`config.mk`:
```
export PLATFORM = sky130hd
export DESIGN_NAME = wb_stage
export DESIGN_NICKNAME = d
export VERILOG_FILES = /design/src/rtl/wb_stage.sv
export SDC_FILE = /design/constraint.sdc
export NUM_CORES = 1
export LEC_CHECK = 0
export BUFFER_PORTS_ARGS = -buffer_cell sky130_fd_sc_hd__buf_4
export CAP_MARGIN = 20
export CORE_ASPECT_RATIO = 1.5
export CORE_UTILIZATION = 30
export DETAILED_ROUTE_END_ITERATION = 8
export GPL_TIMING_DRIVEN = 1
export PLACE_DENSITY = 0.72
export SKIP_CTS_REPAIR_TIMING = 1
export SLEW_MARGIN = 10
export SYNTH_ARGS = -nofsm -noshare
export SYNTH_HDL_FRONTEND = slang
export SYNTH_SLANG_ARGS = --single-unit
export TNS_END_PERCENT = 10
```
`constraint.sdc`:
```
create_clock -name CLK -period 2.2 [get_ports CLK]
set_clock_uncertainty 0.15 [all_clocks]
set_input_delay 0.22 -clock CLK [delete_from_list [all_inputs] [get_ports CLK]]
set_output_delay 0.22 -clock CLK [all_outputs]
set_load 0.01 [all_outputs]
```
`src/rtl/wb_stage.sv`:
```
// wb_stage: MIPS write-back stage with register-file write, ID bypass buffer and sticky halt.
// Optional retired-instruction counter enabled by defining WB_RETIRE_CNT_EN.
module wb_stage (
   input  logic        CLK,
   input  logic        RST,
   input  logic        wb_en,
   input  logic        RegWrite,
   input  logic        memToReg,
   input  logic        jal,
   input  logic        lui,
   input  logic        halt,
   input  logic [1:0]  RegDest,
   input  logic [4:0]  rd,
   input  logic [4:0]  rt,
   input  logic [15:0] imm,
   input  logic [31:0] next_pc,
   input  logic [31:0] port_out,
   input  logic [31:0] dmemload,
   output logic        rf_WEN,
   output logic [4:0]  rf_wsel,
   output logic [31:0] rf_wdat,
   output logic        fwd_valid,
   output logic [4:0]  fwd_sel,
   output logic [31:0] fwd_dat,
   output logic        halt_out,
   output logic [31:0] retired
);
   typedef enum logic {RUN, HALTED} state_t;
   state_t      r_state;
   logic        r_halt;
   logic        r_fwd_valid;
   logic [4:0]  r_fwd_sel;
   logic [31:0] r_fwd_dat;
   logic [4:0]  w_dest;
   logic [31:0] w_wdat;
   logic        w_commit;

   always_comb begin
      w_dest   = jal ? 5'd31 : RegDest == 2'b01 ? rd : RegDest == 2'b10 ? 5'd31 : rt;
      w_wdat   = jal ? next_pc : lui ? {imm, 16'h0000} : memToReg ? dmemload : port_out;
      w_commit = r_state == RUN && wb_en && RegWrite && !halt && w_dest != 5'd0;
   end

   assign rf_WEN    = w_commit;
   assign rf_wsel   = w_dest;
   assign rf_wdat   = w_wdat;
   assign fwd_valid = r_fwd_valid;
   assign fwd_sel   = r_fwd_sel;
   assign fwd_dat   = r_fwd_dat;
   assign halt_out  = r_halt;

   always_ff @(posedge CLK) begin
      if (RST) begin
         r_state     <= RUN;
         r_halt      <= 1'b0;
         r_fwd_valid <= 1'b0;
         r_fwd_sel   <= '0;
         r_fwd_dat   <= '0;
      end else begin
         r_fwd_valid <= w_commit;
         if (w_commit) begin
            r_fwd_sel <= w_dest;
            r_fwd_dat <= w_wdat;
         end
         if (r_state == RUN && wb_en && halt) begin
            r_state <= HALTED;
            r_halt  <= 1'b1;
         end
      end
   end

`ifdef WB_RETIRE_CNT_EN
   logic [31:0] r_retired;
   // Counts every issued instruction in RUN, halt included; saturates.
   always_ff @(posedge CLK) begin
      if (RST)
         r_retired <= '0;
      else if (r_state == RUN && wb_en && r_retired != 32'hFFFF_FFFF)
         r_retired <= r_retired + 32'd1;
   end
   assign retired = r_retired;
`else
   assign retired = '0;
`endif
endmodule
```
==> metrics.txt <==
sequential area share after synthesis=29.39%; Synth Warn #=0; final instance area=0.004333 sq mm; WL final=9500 microns; # rows=41; Routed WL per cell=14.42 microns; Final setup viols=0; #FFs+latches synth=39; worst min-delay path class=input port to flop; largest net degree at the start of global routing=40; switching portion of total power=28.75%; mean post-synth cell area=7.504 sq um; Pleak=0.002151 uW; Power Total=2160 uW; port bufs=208; clk sinks=39; CP endpoint kind=primary output; diode count=0; layout cells sized above 1=between 40 and 50%; CP max FO=13; Max Clk Rate=around 0.5 GHz; core footprint=0.008516 sq mm; Comb power frac=32.7%; All-Layer GR Usage=19.81%; Core Util, Final=50.88%; post-route ant nets=0; setup_tns=0 ns; Power Internal=1539 uW; io pins=241; origin of the critical flop-to-flop path=halt_out; Area growth, synth to finish=63.12%; Synth cell types=27; Sequential Power Share=35.3%; Clk pwr share=31.9%; Req. time, crit path=1.83 ns; VDD IR-drop max=0.3158 mV; Vias=3171; die height=approximately 120 microns; CTS Buf Count=5; gr ovfl total=0; power per cell area=498.5 mW/mm^2; final hold violations=0; DRT Pass-1 Iters=4; Post-Syn Area=0.002656 sq mm; relative slew slack=~62%; H-tree depth=2; worst r2r path cells=7; clk slew on worst S/H paths=0.05 ns; via/cell ratio=between 4 and 5; RSZ-0062 raised after global routing=false; Cell Area, Placed=0.004192 sq mm; Worst Hold Launch=wb_en; HPWL Detailed=between 7000 and 8000 microns; Hold WS=0.04187 ns; GP Congestion=0.9052; Die Area=0.009242 sq mm; MaxCap Viol Count=0; CTS tree=yes; vias in the first global route=2978; post-synthesis cell count=354; CP Class=input port to primary output; Critical R2R Capture=fwd_dat[21]; hold path endpoint=halt_out; CTS max path bufs=2; nets@finish=683; die width=78.83 microns; Clock Latency Late Sink=0.27 ns; fin crit period=about 2 ns; drt drc=0; reg-to-reg setup timing slack=0.39 ns; worst slew pin tran=0.5653 ns; NetSw=620.9 uW; Initial Util=31.19%; CP arrival=about 1.6 ns; Slew Limit Fails=0; clk root buf=clkbuf_16; crit start category=input port; run status=finished clean; DRT iter0 DRCs=88; first-pass GRT wire length=~14000 microns; initial antenna violation count=0; Hold Crit Depth=3; Tcrit/Tclk final=~90%
-- synth_stat cells, drive strengths merged --
library cell	count	area share [%]
nor4bb	2	0.75
conb	1	0.14
buf	46	12
or2	1	0.24
nor4	4	0.94
nand2	33	4.7
a21o	1	0.28
nor2	70	9.9
o41ai	1	1.0
a22oi	2	0.57
inv	4	0.57
o21ai	32	6.0
dfxtp	39	29
o31ai	2	0.57
clkbuf	12	1.7
mux2	16	6.8
mux2i	40	15
nor4b	1	0.33
a21oi	8	1.5
or3	1	0.24
nor3	34	6.4
nor2b	1	0.24
nand4	3	0.71
-- metrics by stage --
stage          setup WS [ns]  instances
3_5_place_dp         0.01629        651
6_report              0.1900        659
5_1_grt               0.1225        659
3_3_place_gp          0.1225        651
4_1_cts               0.2402        659
2_1_floorplan         0.1425        385
-- placed cells by master (no fill, tap or decap), types with 2 or more instances in the layout --
cell type	instances
nor4_1	4
mux2i_1	40
nand2_1	33
dfxtp_1	39
a21oi_1	8
o31ai_1	2
buf_4	216
o21ai_0	30
nor3_1	34
mux2_2	16
nor2_1	70
conb_1	32
clkbuf_16	5
nand4_1	3
o21ai_1	2
a22oi_1	2
inv_2	2
inv_1	2
-- how the worst max path moves through the flow --
stage               startpoint          end  depth (start not counted)
floorplan                  jal  fwd_dat[10]                          9
global placement    RegDest[1]   fwd_dat[6]                          8
detailed placement  RegDest[0]  fwd_dat[18]                          8
CTS                 RegDest[1]       rf_WEN                          7
global route        RegDest[0]  fwd_dat[21]                          8
finish              RegDest[1]       rf_WEN                          6
-- registers in the layout, indices dropped and copies added, names as in the netlist --
register	count
fwd_dat	32
halt_out	1
fwd_valid	1
fwd_sel	5
-- per-layer routing --
layer	vias up	global-route usage [%]	part of all wire, %
met5	-	0	0
met4	0	8.121	2.0
met3	14	3.643	6.2
met2	162	37.51	54
met1	1456	21.48	38
li1	1539	-	-
-- critical path, cell delays in order --
cell	delay, ns
buf_4	0.17
nor4b_1	0.37
nor3_1	0.19
o41ai_4	0.38
inv_2	0.14
buf_4	0.17
-- area by class of cell --
type / count / area (sq um)
clock inverters: 2 / 12.51
multi-input cells: 284 / 1620
fillers: 835 / 4183
clock buffers: 6 / 128.9
flip-flops and latches: 39 / 780.7
well taps: 107 / 133.9
inverters: 4 / 15.01
repair buffers: 217 / 1642
-- power by group through the flow --
stage                     sequential, uW  combinational (uW)  clock [uW]
after global placement               777                 698           0
after global routing                 767                 771         751
final                                763                 707         690
after floorplan                      792                 345           0
after CTS                            763                 711         718
after detailed placement             779                 709           0
-- logic make-up (layout without fill, tap and decap cells) --
group                  after synthesis  after routing  synth area share [%]
AOI/OAI and AO/OA                   46             46                 9.986
other                                1             32                0.1412
buffers and inverters               62            229                 14.23
and+or+nand+nor                    150            150                 24.40
DFF                                 39             39                 29.39
muxes                               56             56                 21.86
Power figures use the tool's default switching activity.
